$ cat src/rtl/dp_pkg.sv
// Shared types and constants for the datapath decode stage.
// Control bundle layout, class opcodes and prefix state encoding.
package dp_pkg;

    localparam int DP_W = 16;

    localparam logic [2:0] OPC_NONE  = 3'b000;
    localparam logic [2:0] OPC_CMP   = 3'b110;
    localparam logic [2:0] OPC_SHIFT = 3'b111;
    localparam logic [7:0] PCW_OPC   = 8'hCE;

    typedef enum logic {
        EXT_NONE = 1'b0,
        EXT_PEND = 1'b1
    } ext_state_e;

    typedef struct packed {
        logic            op2sel;
        logic            ad1selc;
        logic            wen1;
        logic            pcwrite;
        logic            memldr;
        logic            memstr;
        logic [2:0]      a;
        logic [2:0]      b;
        logic [2:0]      c;
        logic [2:0]      aluopc;
        logic [3:0]      scnt;
        logic [1:0]      shiftopc;
        logic [DP_W-1:0] imms8;
        logic [DP_W-1:0] imms5;
    } dp_ctrl_t;

endpackage

$ cat src/rtl/dp_decode_core.sv
// Combinational instruction decoder for the decode stage.
// Produces the control bundle, fusing a pending EXT payload into immediates.
module dp_decode_core
    import dp_pkg::*;
#(
    parameter int REG_WIDTH = DP_W
) (
    input  logic [REG_WIDTH-1:0] i_ins,
    input  logic                 i_ext_pending,
    input  logic [7:0]           i_ext_payload,
    output dp_ctrl_t             o_ctrl
);

    logic                 w_alu;
    logic                 w_cmp;
    logic                 w_shift;
    logic                 w_memldr;
    logic                 w_memstr;
    logic                 w_pcwrite;
    logic [REG_WIDTH-1:0] w_sp;
    logic [REG_WIDTH-1:0] w_imm8_plain;
    logic [REG_WIDTH-1:0] w_imm5_plain;
    logic [REG_WIDTH-1:0] w_imm8_fused;
    logic [REG_WIDTH-1:0] w_imm5_fused;
    logic [REG_WIDTH-1:0] w_imm8;
    logic [REG_WIDTH-1:0] w_imm5;

    // Instruction class from the opcode field; every flag set in every arm
    always_comb begin
        w_alu   = 1'b0;
        w_cmp   = 1'b0;
        w_shift = 1'b0;
        unique case (i_ins[14:12])
            OPC_NONE: begin
                w_alu   = 1'b0;
                w_cmp   = 1'b0;
                w_shift = 1'b0;
            end
            OPC_CMP: begin
                w_alu   = 1'b0;
                w_cmp   = 1'b1;
                w_shift = 1'b0;
            end
            OPC_SHIFT: begin
                w_alu   = 1'b0;
                w_cmp   = 1'b0;
                w_shift = 1'b1;
            end
            default: begin
                w_alu   = ~i_ins[15];
                w_cmp   = 1'b0;
                w_shift = 1'b0;
            end
        endcase
    end

    assign w_memldr  = (i_ins[15:13] == 3'd4);
    assign w_memstr  = (i_ins[15:13] == 3'd5);
    assign w_pcwrite = (i_ins[15:8] == PCW_OPC);

    // Plain immediates are sign extended; fused ones shift the payload up
    assign w_sp = {{(REG_WIDTH-8){i_ext_payload[7]}}, i_ext_payload};

    assign w_imm8_plain = {{(REG_WIDTH-8){i_ins[7]}}, i_ins[7:0]};
    assign w_imm5_plain = {{(REG_WIDTH-5){i_ins[4]}}, i_ins[4:0]};

    assign w_imm8_fused = (w_sp << 8)
                        | {{(REG_WIDTH-8){1'b0}}, i_ins[7:0]};
    assign w_imm5_fused = (w_sp << 5)
                        | {{(REG_WIDTH-5){1'b0}}, i_ins[4:0]};

    assign w_imm8 = i_ext_pending ? w_imm8_fused : w_imm8_plain;
    assign w_imm5 = i_ext_pending ? w_imm5_fused : w_imm5_plain;

    // Assemble the control bundle
    always_comb begin
        o_ctrl          = '0;
        o_ctrl.op2sel   = ~(w_shift & ~i_ins[15]) & i_ins[8];
        o_ctrl.ad1selc  = ~(w_alu & ~i_ins[15]) | i_ins[8];
        o_ctrl.wen1     = w_memldr | w_pcwrite
                        | (~w_cmp & ~i_ins[15]);
        o_ctrl.pcwrite  = w_pcwrite;
        o_ctrl.memldr   = w_memldr;
        o_ctrl.memstr   = w_memstr;
        o_ctrl.a        = i_ins[11:9];
        o_ctrl.b        = i_ins[7:5];
        o_ctrl.c        = i_ins[4:2];
        o_ctrl.aluopc   = i_ins[14:12];
        o_ctrl.scnt     = i_ins[3:0];
        o_ctrl.shiftopc = {i_ins[8], i_ins[4]};
        o_ctrl.imms8    = DP_W'(w_imm8);
        o_ctrl.imms5    = DP_W'(w_imm5);
    end

endmodule

$ cat src/rtl/dp_decode_stage.sv
// Registered, handshaked decode stage with EXT-prefix fusion.
// Owns the prefix FSM, the payload register and the output register.
module dp_decode_stage
    import dp_pkg::*;
#(
    parameter int          REG_WIDTH = DP_W,
    parameter int          PC_WIDTH  = 16,
    parameter logic [7:0]  EXT_OPC   = 8'hD0
) (
    input  logic                 clk,
    input  logic                 rst_n,
    input  logic                 flush,
    input  logic                 in_valid,
    output logic                 in_ready,
    input  logic [REG_WIDTH-1:0] in_ins,
    input  logic [PC_WIDTH-1:0]  in_pc,
    output logic                 out_valid,
    input  logic                 out_ready,
    output dp_ctrl_t             out_ctrl,
    output logic [PC_WIDTH-1:0]  out_pc,
    output logic                 out_ext_used
);

    ext_state_e            r_state;
    ext_state_e            w_state_nxt;
    logic [7:0]            r_payload;
    logic                  r_out_valid;
    dp_ctrl_t              r_out_ctrl;
    logic [PC_WIDTH-1:0]   r_out_pc;
    logic                  r_out_ext;

    logic                  w_in_ready;
    logic                  w_accept;
    logic                  w_is_ext;
    logic                  w_take_ext;
    logic                  w_take_ins;
    logic                  w_pending;
    dp_ctrl_t              w_ctrl;

    assign w_is_ext = (in_ins[15:8] == EXT_OPC);

    dp_decode_core #(
        .REG_WIDTH (REG_WIDTH)
    ) u_core (
        .i_ins         (in_ins),
        .i_ext_pending (w_pending),
        .i_ext_payload (r_payload),
        .o_ctrl        (w_ctrl)
    );

    // Prefix state register
    always_ff @(posedge clk) begin
        if (!rst_n) begin
            r_state <= EXT_NONE;
        end else begin
            r_state <= w_state_nxt;
        end
    end

    // Prefix next state: flush drops it, accepted words decide the rest
    always_comb begin
        w_state_nxt = r_state;
        if (flush) begin
            w_state_nxt = EXT_NONE;
        end else if (w_take_ext) begin
            w_state_nxt = EXT_PEND;
        end else if (w_take_ins) begin
            w_state_nxt = EXT_NONE;
        end
    end

    // Handshake and transfer qualifiers derived from state and ports
    always_comb begin
        w_pending  = (r_state == EXT_PEND);
        w_in_ready = (~r_out_valid | out_ready) & ~flush;
        w_accept   = in_valid & w_in_ready;
        w_take_ext = w_accept & w_is_ext;
        w_take_ins = w_accept & ~w_is_ext;
    end

    // Prefix payload, held until a consuming word arrives
    always_ff @(posedge clk) begin
        if (!rst_n) begin
            r_payload <= 8'h00;
        end else if (w_take_ext) begin
            r_payload <= in_ins[7:0];
        end
    end

    // Output register; loads only when empty or being drained
    always_ff @(posedge clk) begin
        if (!rst_n) begin
            r_out_valid <= 1'b0;
            r_out_ctrl  <= '0;
            r_out_pc    <= '0;
            r_out_ext   <= 1'b0;
        end else if (flush) begin
            r_out_valid <= 1'b0;
        end else if (w_take_ins) begin
            r_out_valid <= 1'b1;
            r_out_ctrl  <= w_ctrl;
            r_out_pc    <= in_pc;
            r_out_ext   <= w_pending;
        end else if (out_ready) begin
            r_out_valid <= 1'b0;
        end
    end

    assign in_ready     = w_in_ready;
    assign out_valid    = r_out_valid;
    assign out_ctrl     = r_out_ctrl;
    assign out_pc       = r_out_pc;
    assign out_ext_used = r_out_ext;

endmodule

$ cat config.mk
export PLATFORM = sky130hd
export DESIGN_NAME = dp_decode_stage
export DESIGN_NICKNAME = d
export VERILOG_FILES = /design/src/rtl/dp_pkg.sv /design/src/rtl/dp_decode_core.sv /design/src/rtl/dp_decode_stage.sv
export SDC_FILE = /design/constraint.sdc
export NUM_CORES = 1
export LEC_CHECK = 0
export BUFFER_PORTS_ARGS = -buffer_cell sky130_fd_sc_hd__buf_2
export CAP_MARGIN = 20
export CELL_PAD_IN_SITES_DETAIL_PLACEMENT = 0
export CELL_PAD_IN_SITES_GLOBAL_PLACEMENT = 1
export CORE_UTILIZATION = 35
export CTS_CLUSTER_SIZE = 40
export DETAILED_ROUTE_END_ITERATION = 12
export GPL_TIMING_DRIVEN = 0
export HOLD_SLACK_MARGIN = 0.08
export PLACE_DENSITY = 0.92
export REMOVE_ABC_BUFFERS = 1
export SKIP_LAST_GASP = 1
export SYNTH_ARGS = -nofsm -noshare
export SYNTH_HDL_FRONTEND = slang
export SYNTH_SLANG_ARGS = --single-unit
$ cat constraint.sdc
create_clock -name clk -period 3.1 [get_ports clk]
set_input_delay 0.93 -clock clk [delete_from_list [all_inputs] [get_ports clk]]
set_output_delay 0.93 -clock clk [all_outputs]
set_load 0.03 [all_outputs]
* Yosys cells after proc, flatten, opt, wreduce, memory -nomap -nowiden *
Cells that the tools add are included.

operators by class
  $add $sub $neg = 0
  multiply operators = 0
  divide/modulo/power cells = 0
  $lt $le $gt $ge = 0
  equality and inequality tests = 6
  shift-type cells = 0
  mux-type cells = 9
  bitwise gates (word level) = 22
  reduce and logical (&&, ||, !) cells = 6

operators by type and width
  cell                number
  $mux 16             2
  $eq 8x8->1 const B  2
  $or 16x5->16        1
  $or 16x8->16        1
  $eq 3x3->1 const B  4
  $and 1x1->1         8
  $not 1->1           8
  $mux 1              7
  $or 1x1->1          4
  $reduce_bool 2->1   2
  $logic_not 3->1     1
  $reduce_or 3->1     1
  $reduce_and 2->1    1
  $reduce_or 2->1     1

storage, ports and cells
  bits in registers = 83
  bits in latches = 0
  memory bits (writable) = 0
  memory bits (read-only) = 0
  bits of input ports = 37
  output and inout bits = 75
  logic and storage cells = 62
  memories = 0

* Depth between registers and ports, before layout *
  depth in word-level cells = 7
  mapped depth = 6
  mapped depth without buffers = 4

* Cells and area by module *
From an unflattened synthesis, not the netlist that was laid out.

second synthesis, totals
  cell total of the unflattened synthesis = 452
  area, all modules = 3642.2 sq um

by module, submodules not included
  module           times used  cells each  area an instance (sq um)  seq. area each (sq um)
  dp_decode_stage  1           373         3078.0                    1661.6
  dp_decode_core   1           79          564.3                     0.0

* Least setup slack after synthesis *
OpenSTA, ideal clock, no wires.

  path type = input port to output port
  from = input port out_ready
  to = output port in_ready
  arrival = 1569 ps
  required time = 2170 ps
  path slack = 601 ps
  cell stages on the path = 2
  path buffers = 0
  path through = nand2b_1 > nor2b_1

on the way
  cells in the longest elaborated chain, start to end = 2

RTL lines
  what                line                   RTL
  start: declaration  dp_decode_stage.sv:18  input logic out_ready,
  $or 1x1->1          dp_decode_stage.sv:75  w_in_ready = (~r_out_valid | out_ready) & ~flush;
  $and 1x1->1         dp_decode_stage.sv:75
  end: declaration    dp_decode_stage.sv:14  output logic in_ready,

No other way between the ends.

* Worst setup path after layout *
Ends and elaborated chain as after synthesis.

==> summary.txt <==
Floorplanning
  • Row count: 31
  • Vertical extent of the die: 89.8 um
  • Core outline area: 0.00733 mm^2
  • Die Wd: 89.8 um
  • Initial Util: 0.368
  • I/O pins: 112
  • Overall die area: 0.00806 mm^2

Timing
  • Clk_skew: 0.00777 ns
  • Top achievable clock speed: 0.396 GHz
  • Final Max Tran Viols: 0
  • Final count of hold timing violations: 0
  • Worst-Margin Slew: 0.921 ns
  • Smallest setup slack after layout: 0.573 ns
  • Slew HR: 0.386
  • Final worst-path cycle share: 0.815
  • Final setup fails: 0
  • Final period demand of the worst path: 2.53 ns
  • Unrepaired setup endpoints after global routing: no

GRT
  • Wire length of the first global-routing pass: 9850 um
  • Largest net degree at the start of global routing: 100
  • Overall overflow remaining after global route: 0
  • Overall track demand over capacity in global routing: 0.150
  • Via count of the first global-routing pass: 2135
  • Antenna violations before repair: 0

Setup path
  • Worst EP arrival: 1.60 ns
  • Slowest cell delay on critical path: 0.22 ns
  • Kind of capture point of the worst setup path: primary output
  • Cell with the most instances on the worst path: sky130_fd_sc_hd__buf_2
  • Startpoint type of the worst setup path: input pin
  • Worst setup path class: in -> out
  • Data required time at the worst endpoint: 2.17 ns
  • Maximum fanout along the worst path: 5
  • Worst path cell trace: buf_2, nand2b_1, nor2b_1, buf_2
  • Slowest CP cell: sky130_fd_sc_hd__nand2b_1

Power and ir drop
  • PD cells: 594 mW/mm^2
  • Worst ir drop on vdd: 0.249 mV
  • Static Leakage: 1.86 nW
  • Total Power: 1.99 mW

Min path
  • Hold WC Path Type: reg -> reg

Placed design
  • Total placed instance area: 0.00312 mm^2
  • Pre-CTS setup slack: 0.436 ns
  • DPL Wire Length: 3970 um
  • Input/output buffers: 111
  • RePlAce Congestion: 0.679
  • # placed instances: 477

Final layout
  • Share of layout cells above drive strength 1: 0.330
  • Final net count: 426
  • Post-layout utilization of the core: 0.458
  • Non-filler cells in the finished layout: 493
  • Growth of design area from synthesis to finish: 24.5%
  • Filler Cells Inserted: 733
  • Antenna diodes: 0
  • Cell area after layout: 0.00336 mm^2

CTS
  • Hold_buf cts: 0
  • Postcts setup bufs: 0
  • CTS HTree Levels: 3
  • Total clock sinks: 64
  • Source-to-sink clock delay at the later pin of the worst-skew pair: 0.32 ns
  • Maximum buffer depth of the clock tree: 2
  • Number of CTS-inserted buffers: 9
  • Root buffer cell: sky130_fd_sc_hd__clkbuf_8
  • Worst-path clk slew: 0.06 ns
  • Count of instances resized after the clock tree is built: 0
  • Clock tree from TritonCTS: yes

Status
  • Outcome: finished, final reports clean

Drt
  • Via total after detailed routing: 2376
  • Number of antenna-violating nets in the routed design: 0
  • 1st-iter DRT viols: 67
  • First drt pass iteration count: 5
  • Total detailed-routing wirelength: 6010 um
  • Drt via density: 4.82
  • WL per Instance: 12.2 um
  • DRC violations left: 0

Run
  • Max_cap viols: 0

Logic synthesis
  • Average cell area after synthesis: 8.67 um^2
  • Synthesized area: 0.00270 mm^2
  • Yosys synthesis warning count: 0
  • Primary FF master, synth: sky130_fd_sc_hd__dfxtp_1
  • Fraction of registers with async set/reset: 0
  • Sequential fraction of the synthesis area: 0.475
  • Number of enable-type register cells in the synthesized netlist: 0
  • Count of mapped cells out of synthesis: 311
  • Flop and latch count out of synthesis: 64
  • Number of different library cells in the post-synthesis netlist: 27
[metal layers]
metal | vias to the layer above | wire length [um] | GRT usage
met5 | - | 0 | 0
met4 | 0 | 42 | 0.0628
met3 | 4 | 327 | 0.0465
met2 | 72 | 2730 | 0.238
met1 | 1083 | 2910 | 0.188
li1 | 1217 | - | -
[flip-flops by register name, summed over array words and instances, names as in the netlist]
register	flops
out_ctrl	37
out_ext_used	1
out_pc	16
out_valid	1
r_payload	8
r_state	1
[power breakdown]
part | internal [mW] | leakage [nW] | total (mW) | switching, mW
Combinational | 0.0900 | 1.22 | 0.292 | 0.202
Clock | 0.520 | 0.117 | 0.819 | 0.299
Sequential | 0.861 | 0.523 | 0.883 | 0.0221
[cells by family (layout without fill, tap and decap cells)]
group,Yosys count,in the layout,synth area share
AOI/OAI and AO/OA,53,53,0.139
and+or+nand+nor,139,139,0.242
muxes,8,8,0.0297
DFF,64,64,0.475
buffers and inverters,47,130,0.114
[synthesized netlist by cell type, types with 2 or more instances]
library cell / instances / area [um^2]
sky130_fd_sc_hd__dfxtp_1: 64 / 1280
sky130_fd_sc_hd__nand3_1: 61 / 305
sky130_fd_sc_hd__nand2_1: 60 / 225
sky130_fd_sc_hd__buf_4: 24 / 180
sky130_fd_sc_hd__a21oi_1: 19 / 95.1
sky130_fd_sc_hd__o211a_1: 18 / 180
sky130_fd_sc_hd__clkbuf_1: 10 / 37.5
sky130_fd_sc_hd__mux2i_1: 8 / 80.1
sky130_fd_sc_hd__o21ai_0: 8 / 40.0
sky130_fd_sc_hd__nor2b_1: 6 / 37.5
sky130_fd_sc_hd__buf_1: 5 / 18.8
sky130_fd_sc_hd__buf_6: 5 / 56.3
sky130_fd_sc_hd__o21ai_1: 4 / 20.0
sky130_fd_sc_hd__nor2_1: 3 / 11.3
sky130_fd_sc_hd__buf_2: 2 / 10.0
sky130_fd_sc_hd__nand2b_1: 2 / 12.5
sky130_fd_sc_hd__nand4b_1: 2 / 17.5
[through the flow]
stage          hold WS (ns)  setup TNS, ns
2_1_floorplan         0.451              0
3_3_place_gp          0.433         -16.36
3_5_place_dp          0.440              0
4_1_cts               0.449              0
5_1_grt               0.459              0
6_report              0.446              0
[critical path, delay by kind of cell]
kind                   cells  cell delay (ns)
buffers and inverters      2             0.27
AND/OR/NAND/NOR            2             0.39
[final timing paths]
kind	from	to	slack, ns	cells after the start
max reg2reg	r_state$_SDFFE_PP0P_	out_ctrl[27]$_SDFFE_PN0P_	1.41	4
min reg2reg	out_ext_used$_SDFFE_PN0P_	out_ext_used$_SDFFE_PN0P_	0.45	2
max	out_ready	in_ready	0.57	4
min	out_ext_used$_SDFFE_PN0P_	out_ext_used$_SDFFE_PN0P_	0.45	2
[cell type report]
cell class	instances	area (um^2)	share of cell area
clock inverters	2	60.1	0.0179
flip-flops and latches	64	1280	0.382
repair buffers	113	598	0.178
well taps	99	124	0.0369
inverters	1	3.75	0.00112
multi-input cells	200	1120	0.333
clock buffers	14	173	0.0515
[cell usage in the layout, fill, tap and decap left out]
cell                        synthesis  final
sky130_fd_sc_hd__a211oi_1           1      1
sky130_fd_sc_hd__a21oi_1           19     19
sky130_fd_sc_hd__a41o_1             1      1
sky130_fd_sc_hd__and2_1             1      1
sky130_fd_sc_hd__and3_1             1      1
sky130_fd_sc_hd__buf_12             0      2
sky130_fd_sc_hd__buf_2              2    110
sky130_fd_sc_hd__buf_4             24      1
sky130_fd_sc_hd__bufinv_16          0      2
sky130_fd_sc_hd__clkbuf_1          10      2
sky130_fd_sc_hd__clkbuf_8           0     12
sky130_fd_sc_hd__dfxtp_1           64     64
sky130_fd_sc_hd__inv_1              1      1
sky130_fd_sc_hd__mux2i_1            8      8
sky130_fd_sc_hd__nand2_1           60     60
sky130_fd_sc_hd__nand2b_1           2      2
sky130_fd_sc_hd__nand3_1           61     61
sky130_fd_sc_hd__nand4_1            1      1
sky130_fd_sc_hd__nand4b_1           2      2
sky130_fd_sc_hd__nand4bb_1          1      1
sky130_fd_sc_hd__nor2_1             3      3
sky130_fd_sc_hd__nor2b_1            6      6
sky130_fd_sc_hd__o211a_1           18     17
sky130_fd_sc_hd__o211a_2            0      1
sky130_fd_sc_hd__o211ai_4           0      1
sky130_fd_sc_hd__o21ai_0            8      8
sky130_fd_sc_hd__o21ai_1            4      4
sky130_fd_sc_hd__o311ai_0           1      1
sky130_fd_sc_hd__or4b_4             1      1
Power figures use the tool's default switching activity.
